--- config.mk ---
export PLATFORM = sky130hd
export DESIGN_NAME = pc_ir_unit
export DESIGN_NICKNAME = d
export VERILOG_FILES = /design/src/rtl/core_pkg.sv /design/src/rtl/perf_counters.sv /design/src/rtl/pc_ir_unit.sv
export SDC_FILE = /design/constraint.sdc
export NUM_CORES = 1
export LEC_CHECK = 0
export CAP_MARGIN = 5
export CORE_MARGIN = 2
export CORE_UTILIZATION = 43
export DETAILED_ROUTE_END_ITERATION = 8
export GPL_ROUTABILITY_DRIVEN = 0
export PLACE_DENSITY = 0.82
export SKIP_CTS_REPAIR_TIMING = 1
export SYNTH_ARGS = -nofsm -noshare
export SYNTH_HDL_FRONTEND = slang
export SYNTH_SLANG_ARGS = --single-unit
--- constraint.sdc ---
create_clock -name clk -period 2.1 [get_ports clk]
set_input_delay 0.42 -clock clk [delete_from_list [all_inputs] [get_ports clk]]
set_output_delay 0.42 -clock clk [all_outputs]
set_load 0.02 [all_outputs]
--- src/rtl/core_pkg.sv ---
`default_nettype none
// ============================================================================
//  Module      : core_pkg
//  Description : Shared constants for the 16-bit multicycle core: opcodes,
//                PC next-value selects and instruction field positions.
//  Revision    : 1.0 - initial release
// ============================================================================
package core_pkg;

    // Opcodes carried in instr[15:12]
    localparam logic [3:0] c_OP_ADD  = 4'b0000;
    localparam logic [3:0] c_OP_NAND = 4'b0010;
    localparam logic [3:0] c_OP_SW   = 4'b1001;
    localparam logic [3:0] c_OP_LW   = 4'b1010;
    localparam logic [3:0] c_OP_BEQ  = 4'b1011;
    localparam logic [3:0] c_OP_JAL  = 4'b1101;
    localparam logic [3:0] c_OP_ADDI = 4'b1111;

    // PC next-value select; 2'b11 is reserved and leaves the PC unchanged
    localparam logic [1:0] PCSRC_ALU    = 2'b00;
    localparam logic [1:0] PCSRC_ALUOUT = 2'b01;
    localparam logic [1:0] PCSRC_JUMP   = 2'b10;

    // Instruction field bit positions
    localparam int c_OP_MSB   = 15;
    localparam int c_OP_LSB   = 12;
    localparam int c_RA_MSB   = 11;
    localparam int c_RA_LSB   = 9;
    localparam int c_RB_MSB   = 8;
    localparam int c_RB_LSB   = 6;
    localparam int c_RC_MSB   = 2;
    localparam int c_RC_LSB   = 0;
    localparam int c_IMM_MSB  = 5;
    localparam int c_IMM_LSB  = 0;
    localparam int c_JOFF_MSB = 11;
    localparam int c_JOFF_LSB = 0;

endpackage : core_pkg
`default_nettype wire

--- src/rtl/perf_counters.sv ---
`default_nettype none
// ============================================================================
//  Module      : perf_counters
//  Description : Free-running cycle counter and fetch (irwrite) counter.
//                Both wrap modulo 2^CNT_W.
//  Revision    : 1.0 - initial release
// ============================================================================
module perf_counters #(
    parameter int CNT_W = 32
) (
    input  logic             clk,
    input  logic             reset,
    input  logic             irwrite,
    output logic [CNT_W-1:0] fetch_cnt,
    output logic [CNT_W-1:0] cycle_cnt
);

    logic [CNT_W-1:0] r_fetch_cnt;
    logic [CNT_W-1:0] r_cycle_cnt;

    // Count every clock, and every clock that latches an instruction
    always_ff @(posedge clk) begin
        if (reset) begin
            r_fetch_cnt <= '0;
            r_cycle_cnt <= '0;
        end else begin
            r_cycle_cnt <= r_cycle_cnt + 1'b1;
            if (irwrite) begin
                r_fetch_cnt <= r_fetch_cnt + 1'b1;
            end
        end
    end

    assign fetch_cnt = r_fetch_cnt;
    assign cycle_cnt = r_cycle_cnt;

endmodule : perf_counters
`default_nettype wire

--- src/rtl/pc_ir_unit.sv ---
`default_nettype none
// ============================================================================
//  Module      : pc_ir_unit
//  Description : Fetch-side state holder: program counter, instruction
//                register, memory data register, decoded instruction fields
//                and performance counters.
//  Revision    : 1.0 - initial release
// ============================================================================
module pc_ir_unit
    import core_pkg::*;
#(
    parameter int           W        = 16,
    parameter logic [W-1:0] PC_RESET = '0,
    parameter int           CNT_W    = 32
) (
    input  logic             clk,
    input  logic             reset,
    input  logic             pcwrite,
    input  logic             branch,
    input  logic             irwrite,
    input  logic [1:0]       pcsrc,
    input  logic             zero,
    input  logic [W-1:0]     aluresult,
    input  logic [W-1:0]     aluout,
    input  logic [W-1:0]     memrdata,
    output logic [W-1:0]     pc,
    output logic [W-1:0]     instr,
    output logic [3:0]       op,
    output logic [2:0]       ra,
    output logic [2:0]       rb,
    output logic [2:0]       rc,
    output logic [W-1:0]     immext,
    output logic [W-1:0]     jtarget,
    output logic [W-1:0]     mdr,
    output logic             ir_valid,
    output logic [CNT_W-1:0] fetch_cnt,
    output logic [CNT_W-1:0] cycle_cnt
);

    logic [W-1:0] r_pc;
    logic [W-1:0] r_instr;
    logic [W-1:0] r_mdr;
    logic         r_ir_valid;

    logic         w_pcen;
    logic [W-1:0] w_pc_next;
    logic [W-1:0] w_jtarget;

    // A taken branch is just a conditional pcwrite; pcwrite dominates
    assign w_pcen = pcwrite | (branch & zero);

    // Jump target keeps the current PC region and takes the 12-bit offset
    assign w_jtarget = {r_pc[W-1:c_JOFF_MSB+1], r_instr[c_JOFF_MSB:c_JOFF_LSB]};

    // Select the next PC; the reserved select holds the current value
    always_comb begin
        w_pc_next = r_pc;
        case (pcsrc)
            PCSRC_ALU:    w_pc_next = aluresult;
            PCSRC_ALUOUT: w_pc_next = aluout;
            PCSRC_JUMP:   w_pc_next = w_jtarget;
            default:      w_pc_next = r_pc;
        endcase
    end

    // Program counter register
    always_ff @(posedge clk) begin
        if (reset) begin
            r_pc <= PC_RESET;
        end else if (w_pcen) begin
            r_pc <= w_pc_next;
        end
    end

    // Instruction register and its sticky valid flag
    always_ff @(posedge clk) begin
        if (reset) begin
            r_instr    <= '0;
            r_ir_valid <= 1'b0;
        end else if (irwrite) begin
            r_instr    <= memrdata;
            r_ir_valid <= 1'b1;
        end
    end

    // Memory data register samples read data every cycle
    always_ff @(posedge clk) begin
        if (reset) begin
            r_mdr <= '0;
        end else begin
            r_mdr <= memrdata;
        end
    end

    perf_counters #(
        .CNT_W (CNT_W)
    ) u_perf_counters (
        .clk       (clk),
        .reset     (reset),
        .irwrite   (irwrite),
        .fetch_cnt (fetch_cnt),
        .cycle_cnt (cycle_cnt)
    );

    assign pc       = r_pc;
    assign instr    = r_instr;
    assign mdr      = r_mdr;
    assign ir_valid = r_ir_valid;
    assign op       = r_instr[c_OP_MSB:c_OP_LSB];
    assign ra       = r_instr[c_RA_MSB:c_RA_LSB];
    assign rb       = r_instr[c_RB_MSB:c_RB_LSB];
    assign rc       = r_instr[c_RC_MSB:c_RC_LSB];
    assign immext   = {{(W-6){r_instr[c_IMM_MSB]}}, r_instr[c_IMM_MSB:c_IMM_LSB]};
    assign jtarget  = w_jtarget;

endmodule : pc_ir_unit
`default_nettype wire
### Word-level counts from Yosys, hierarchy flattened

Cells that the tools add are included.

* output and inout bits: 158
* register bits: 113
* logic and storage cells: 20

* reduce and logical (&&, ||, !) cells: 5
* bitwise logic cells: 3
* muxes and demuxes: 1
* add/subtract/negate cells: 2
* equality and inequality tests: 2

Operator list (number)
* adder 32 x 1 -> 32 bit, second input constant: 2
* case mux 16 bit (3 select lines): 1
* AND reduction 3 bit: 1
* nonzero test 3 bit: 1
* equality test 2 x 1 -> 1 bit, second input constant: 1
* equality test 2 bit, second input constant: 1
* logical NOT 2 bit: 1
* AND reduction 2 bit: 1
* nonzero test 2 bit: 1
* AND 1 bit: 1
* NOT 1 bit: 1
* bitwise OR 1 bit: 1

### Longest topological paths before layout

Gate-level depths: netlist of run 1.

* depth after elaboration: 3
* mapped depth: 8
* depth with buffers taken out: 6

### Modules after synthesis

From an unflattened synthesis of run 1, not the netlist that was laid out.

* cell total of the unflattened synthesis: 581
* area total of the unflattened synthesis: 5266.3 um^2

By module, submodules not included
* perf_counters: area an instance 2976.6 um^2, seq. area each 1281.2 um^2, cells each 345, instances 1
* pc_ir_unit: area an instance 2289.7 um^2, seq. area each 980.9 um^2, cells each 236, instances 1

### Worst setup path after synthesis of run 1

Ideal clock, no wire load.

* path type: register to register
* start: register u_perf_counters.r_fetch_cnt[0] (netlist: u_perf_counters.fetch_cnt[0])
* end: register u_perf_counters.r_fetch_cnt[28] (netlist: u_perf_counters.fetch_cnt[28])
* cell stages (with the launch flop): 7
* data required time: 1.979 ns
* path slack: 0.009 ns
* arrival: 1.971 ns
* setup time: 0.121 ns
* period minus slack after synthesis: 2.091 ns
* buffers on the path: 1
* cell sequence: dfxtp_1 -> ha_1 -> nand4_2 -> or2_2 -> clkbuf_1 -> nor4_1 -> mux2_2

* word-level cells in the longest chain between the ends: 1

Ends and longest elaborated chain
* from (decl): RTL line perf_counters.sv:18 `logic [CNT_W-1:0] r_fetch_cnt;`
* from (signal assigned): RTL line perf_counters.sv:29 `r_fetch_cnt <= r_fetch_cnt + 1'b1;`
* adder 32 x 1 -> 32 bit: RTL line perf_counters.sv:29

Every way passes these cells.
A chain may end at the register's enable or synchronous reset.

### Final worst setup path of run 1

* start: register u_perf_counters.r_fetch_cnt[13] (netlist: u_perf_counters.fetch_cnt[13])
* end: register u_perf_counters.r_fetch_cnt[28] (netlist: u_perf_counters.fetch_cnt[28])

Same word-level chain as after synthesis.

==> results.md, run 1 <==
* Max clock buf depth at 2
* Worst Hold Depth at 2
* Most common cell in the netlist: dfxtp_1
* R2R Setup Slk at about 0.088 ns
* Worst path slowest cell: or3_1
* Routed Antenna Nets at 0
* Critical path depth in cells at 5
* Top cells by count, synth: dfxtp_1, nor2_1, a21oi_1
* Fin crit share at 0.958
* Max incr delay on CP at 0.40 ns
* Die ar. at ~0.013 mm²
* DR WL/cell at about 17 µm
* Hold path endpoint: u_perf_counters.cycle_cnt[8]
* Final setup fails at 0
* Reg clk slew, reported paths at approximately 0.050 ns
* DIE WIDTH at around 110 µm
* Post-synth ARST share at 0
* CP startpoint kind: register
* Nets at between 800 and 900
* Setup Skew at approximately 0.010 ns
* Worst Setup End Kind: register
* CTS Buf Count at 17
* First DRT Iteration DRCs at 356
* Max VDD drop at 0.458 mV
* Number of global-route vias before repair at just over 5000
* Diode count at 0
* Root Driver: clkbuf_16
* Post-Synthesis Cells at 592
* Slew Viols, Final at 0
* Final WL at 15900 µm
* CP Data Required Time at approximately 2.4 ns
* Mean post-synth cell area at 8.82 µm²
* Clock Sinks at roughly 110
* Core area at 0.0119 mm²
* Via Count at 5260
* Netlist cell types at 36
* EDFF count, synth at 0
* Post-DP HPWL at between 10000 and 15000 µm
* Htree depth at 4
* Syn_nets at about 650
* Hold Crit Class: in -> reg
* FMAX at between 0.4 and 0.5 GHz
* Reg-to-reg startpoint: u_perf_counters.fetch_cnt[13]
* Core Util, Final at 0.678
* Synth top area cells: dfxtp_1, buf_4, nor2_1
* Sequential Power Share at 0.368
* Logic pwr share at 0.125
* Skew-Pair Late Insertion Delay at between 0.4 and 0.5 ns
* Sequential area share after synthesis at 0.433
* Critical path cell sequence: nand4_2 > or3_1 > buf_4 > nor4_1 > mux2_2
* Clock share of power at 0.507
* Global-route wire length before repair at around 25000 µm
* GRT overflow at 0
* Synth Cell Area at approximately 0.0052 mm²
* Switching share of power at 0.227
* Ys flop type: dfxtp_1
* Status: completed
* Fillers at roughly 900
* Synth-to-Final Area Change at 54.8%
* Die height at 114 µm
* Int Pwr at between 0.004 and 0.005 W
* Worst R2R End: u_perf_counters.fetch_cnt[28]
* Synthesized flop and latch total at roughly 110
* Design Area, Final at 0.00808 mm²
* Share of the synthesized area in the top cell type at 0.433
* Min-delay src: reset
* Worst Tran Pin Value at roughly 0.74 ns
* Number of synthesis warnings at 0
* WP data arrival at about 2.3 ns
* Tot GR Track Use at 0.243
* Worst setup path class: reg -> reg
* CTS tree: done
* Layout cells sized above 1 at 0.119
* TritonRoute pass-1 iters at 5
* Initial antenna violation count at 0
* Rows at 40
* Top delay family on crit path: simple AND/OR/NAND/NOR gates
* Bufs and invs on worst path at 1
* # IOs at roughly 210
* PortBufs at about 210
* Unrepaired setup endpoints after global routing: no
* Largest net degree at the start of global routing at 47
* Min Tclk post-route at between 2 and 2.5 ns
* Relative slew slack at 0.505
* Area after DPL at roughly 0.0074 mm²
* P_sw at between 0.001 and 0.0015 W
* Vias per cell at 5.53
* Synth area leader: dfxtp_1
* Leakage power at 2.93 nW
* Hold Vio Cnt, Final at 0
* Max-cap viol count at 0
* Power per cell area at around 770 mW/mm²
* Crit-path max FO at 28
* Starting Density at 0.438
* Register Area at between 0.002 and 0.0025 mm²
* Worst reg2reg path depth at 5
* DRC viols at 0
* Area of the multi-input gates at about 0.0024 mm²
cell usage in the layout, fill, tap and decap left out, types with 12 or more instances in the layout:
cell | synthesis | routed
nand4_1 | 14 | 14
nor2_1 | 76 | 76
clkbuf_16 | 0 | 17
or4_1 | 26 | 26
nand2_1 | 20 | 20
nor2b_1 | 22 | 22
mux2i_1 | 17 | 17
dfxtp_1 | 113 | 110
clkdlybuf4s50_1 | 0 | 212
a21oi_1 | 47 | 47
a2111oi_0 | 12 | 12
o31ai_1 | 24 | 24
nand3_1 | 21 | 21
buf_4 | 45 | 48
a22oi_1 | 12 | 12
layer usage:
metal,wire length [µm],track usage,share of wire
met2,8060,0.416,0.51
met4,422,0.115,0.027
met1,6220,0.274,0.39
met5,0,0,0
met3,1150,0.0794,0.073
worst max path at each step:
stage	startpoint	end	slack, ns
5_1_grt	u_perf_counters.fetch_cnt[13]	u_perf_counters.fetch_cnt[27]	0.0001
6_report	u_perf_counters.fetch_cnt[13]	u_perf_counters.fetch_cnt[28]	0.09
4_1_cts	instr[5]	instr[5]	-0.04
2_1_floorplan	u_perf_counters.fetch_cnt[0]	u_perf_counters.fetch_cnt[28]	0.009
3_5_place_dp	pcsrc[0]	pc[12]	-0.21
3_3_place_gp	pcsrc[0]	pc[7]	-0.12
power by group through the flow:
stage | registers [W] | logic (W) | clock network, W
final | 0.00229 | 0.000777 | 0.00315
after global routing | 0.00229 | 0.000822 | 0.00332
after CTS | 0.00228 | 0.000777 | 0.00321
after detailed placement | 0.00233 | 0.000774 | 0
after global placement | 0.00232 | 0.000761 | 0
after floorplan | 0.00239 | 0.000329 | 0
sequential cells by signal, summed over array words and instances, names as in the netlist:
| register | count |
|---|---|
| ir_valid | 1 |
| u_perf_counters.fetch_cnt | 32 |
| u_perf_counters.cycle_cnt | 32 |
| mdr | 16 |
| instr | 16 |
| pc | 16 |
final cells by class:
class                      count  area share
timing repair buffer         261       0.310
sequential                   113       0.281
clock buffer                  22      0.0587
inverter                       9     0.00418
multi-input combinational    389       0.302
tap                          147      0.0228
clock inverter                10      0.0223
cells by family (layout without fill, tap and decap cells):
family	Yosys count	count (layout)	share of synthesized area
DFF	113	113	0.433
AOI/OAI and AO/OA	109	109	0.133
xor gates and xnor gates	22	22	0.0369
muxes	22	22	0.0434
and+or+nand+nor	230	230	0.238
buffers and inverters	90	302	0.101
adders and majority gates	6	6	0.0144
through the flow:
step / total power, W / setup WS, ns / cells / hold WS [ns] / TNS, ns
4_1_cts: 0.00627 / -0.0380 / 951 / 0.399 / -0.294
5_1_grt: 0.00644 / 0.000127 / 951 / 0.418 / 0
3_3_place_gp: 0.00309 / -0.121 / 919 / 0.450 / -1.91
3_5_place_dp: 0.00310 / -0.208 / 919 / 0.481 / -3.37
6_report: 0.00621 / 0.0884 / 951 / 0.417 / 0
2_1_floorplan: 0.00272 / 0.00862 / 592 / 0.530 / 0
(Power assumes the default switching activity.)
==> inputs of run 2 (changes only) <==
Settings changed: CORE_UTILIZATION 43 to 35, CTS_CLUSTER_SIZE set to 12, PLACE_DENSITY 0.82 to 0.69.
==> run 2 against run 1 <==
  * Combinational power decreased by 1%
  * Sequential share of layout area hardly changed
  * Final cell count rose by 3.5%
  * Critical path depth unchanged
  * Setup slack gained 0.00071 ns
  * Worst hold slack improved by 0.052 ns
  * Fmax barely moved
  * Routed wire length is 3.3% lower
  * Clock-buffer cell count is 3 higher
  * Sequential power is essentially flat
  * Clock skew increased by 0.0013 ns
  * Largest power group unchanged
  * Highest routed layer unchanged
==> results.md, run 2 (synthesis results as in run 1) <==
* Status: completed
* WP data arrival at 2.35 ns (+0.05 ns)
* Vias per cell at 5.13 (-7.2%)
* PortBufs at 213 (unchanged)
* CTS Buf Count at 17 (unchanged)
* Fin crit share at 0.958 (about the same)
* Die ar. at 0.0159 mm² (+22%)
* Worst R2R End: u_perf_counters.cycle_cnt[27]
* Worst Hold Depth at 2 (unchanged)
* Max clock buf depth at 2 (unchanged)
* Nets at 850 (-0.35%)
* Most used cell, CP: or4_1
* # IOs at 214 (unchanged)
* DRC viols at 0 (unchanged)
* CP startpoint kind: register
* Diode count at 0 (unchanged)
* Crit-path max FO at 18 (-36%)
* Hold path endpoint: u_perf_counters.fetch_cnt[6]
* Met2 Wirelength at 7630 µm (-5.3%)
* Commonest cells after routing, fill and taps aside: clkdlybuf4s50_1, dfxtp_1, nor2_1
* Global-route wire length before repair at 23900 µm (-4.0%)
* Largest net degree at the start of global routing at 50 (+6.4%)
* Skew-Pair Late Insertion Delay at 0.42 ns (about the same)
* Relative slew slack at 0.644 (+0.140)
* Min Tclk post-route at 2.01 ns (-0.000707 ns)
* Min-delay src: reset
* FMAX at 0.497 GHz (about the same)
* DIE WIDTH at 126 µm (+10%)
* Die height at 126 µm (+10%)
* Number of global-route vias before repair at 4830 (-4.7%)
* DR WL/cell at 15.6 µm (-6.5%)
* TritonRoute pass-1 iters at 4 (-1)
* Rows at 44 (+10%)
* Worst Tran Pin Value at 0.534 ns (-0.209 ns)
* Hold Crit Class: in -> reg
* Max-cap viol count at 0 (unchanged)
* Worst setup path class: reg -> reg
* Synth-to-Final Area Change at 54.5%
* Layout cells sized above 1 at 0.116 (-0.00315)
* TNS Setup at 0 ns (unchanged)
* CTS tree: done
* Hold Vio Cnt, Final at 0 (unchanged)
* Via Count at 5051 (-4.0%)
* DR top layer: met4
* GRT overflow at 0 (unchanged)
* Tot GR Track Use at 0.186 (-0.0569)
* Bufs and invs on worst path at 1 (unchanged)
* Final WL at 15300 µm (-3.3%)
* Met1 WL at 6410 µm (+3.0%)
* Power per cell area at 722 mW/mm² (-6.1%)
* Slew Viols, Final at 0 (unchanged)
* Routed Antenna Nets at 0 (unchanged)
* Worst setup margin at 0.0891 ns (+0.000707 ns)
* Post-DP HPWL at 11200 µm (-4.0%)
* R2R Setup Slk at 0.09 ns (about the same)
* Htree depth at 4 (unchanged)
* Setup WS pre-CTS at -0.246 ns (-0.0380 ns)
* Reg clk slew, reported paths at 0.05 ns (about the same)
* Initial antenna violation count at 0 (unchanged)
* Leakage power at 2.91 nW (-0.85%)
* Most common cell after layout, fill and taps aside: clkdlybuf4s50_1
* Worst Setup End Kind: register
* Root Driver: clkbuf_16
* Max VDD drop at 0.506 mV (+10%)
* Core area at 0.0145 mm² (+22%)
* Starting Density at 0.359 (-0.0791)
* CP Data Required Time at 2.44 ns (+0.05 ns)
* Unrepaired setup endpoints after global routing: no
* Clock Sinks at 113 (unchanged)
* Setup Skew at 0.0117 ns (+0.00134 ns)
* Max incr delay on CP at 0.59 ns (+0.19 ns)
* Reg-to-reg startpoint: u_perf_counters.cycle_cnt[6]
* First DRT Iteration DRCs at 357 (+0.28%)
* Top delay family on crit path: simple AND/OR/NAND/NOR gates
* Critical path cell sequence: nand4_2 > or4_1 > buf_4 > or4_1 > a21oi_1
* Worst reg2reg path depth at 5 (unchanged)
* Worst path slowest cell: or4_1
* Routed met3 length at 1020 µm (-11%)
* Final setup fails at 0 (unchanged)
==> run 2: cell count changes in the layout (fill, tap and decap cells not counted), sizes merged <==
cell,previous run,this run
buf,49,46
clkbuf,22,25
clkinvlp,2,0
bufinv,5,2
clkinv,3,4
==> run 2: worst max-delay path by stage <==
stage | start | endpoint | slack [ns] | cells after the start
finish | u_perf_counters.cycle_cnt[6] | u_perf_counters.cycle_cnt[27] | 0.09 | 5
global route | u_perf_counters.cycle_cnt[5] | u_perf_counters.cycle_cnt[27] | 0.007 | 5
CTS | instr[5] | instr[5] | -0.09 | 1
detailed placement | pcsrc[0] | pc[6] | -0.25 | 7
global placement | irwrite | u_perf_counters.fetch_cnt[24] | -0.22 | 5
floorplan | u_perf_counters.fetch_cnt[0] | u_perf_counters.fetch_cnt[28] | 0.009 | 6
==> run 2: per-stage QoR <==
step,hold WS (ns),utilization,instances,cell area [µm²],power [W]
2_1_floorplan,0.530,-,592,5220,0.00272
6_report,0.469,0.555,984,8070,0.00582
4_1_cts,0.467,0.552,984,8030,0.00587
3_5_place_dp,0.460,0.513,953,7460,0.00309
3_3_place_gp,0.449,0.513,953,7460,0.00308
5_1_grt,0.491,0.555,984,8070,0.00603
==> run 2: where the power goes <==
group	internal [W]	switching, W	leakage, nW	total, W
Sequential	0.00222	0.0000625	0.923	0.00228
Clock	0.00182	0.000954	0.281	0.00278
Combinational	0.000393	0.000374	1.70	0.000767
Total	0.00443	0.00139	2.91	0.00582
==> run 2: layout make-up <==
class	count	area, µm²
Multi-Input combinational cell	389	2460
Clock inverter	6	80.1
Clock buffer	25	485
Inverter	9	33.8
Fill cell	1286	6470
Tap cell	184	230
Timing Repair Buffer	258	2500
Sequential cell	113	2270
==> run 2: per-layer routing <==
metal | global-route usage | vias up
met5 | 0 | -
met4 | 0.0653 | 0
met3 | 0.0654 | 15
met2 | 0.318 | 162
met1 | 0.216 | 2394
li1 | - | 2480
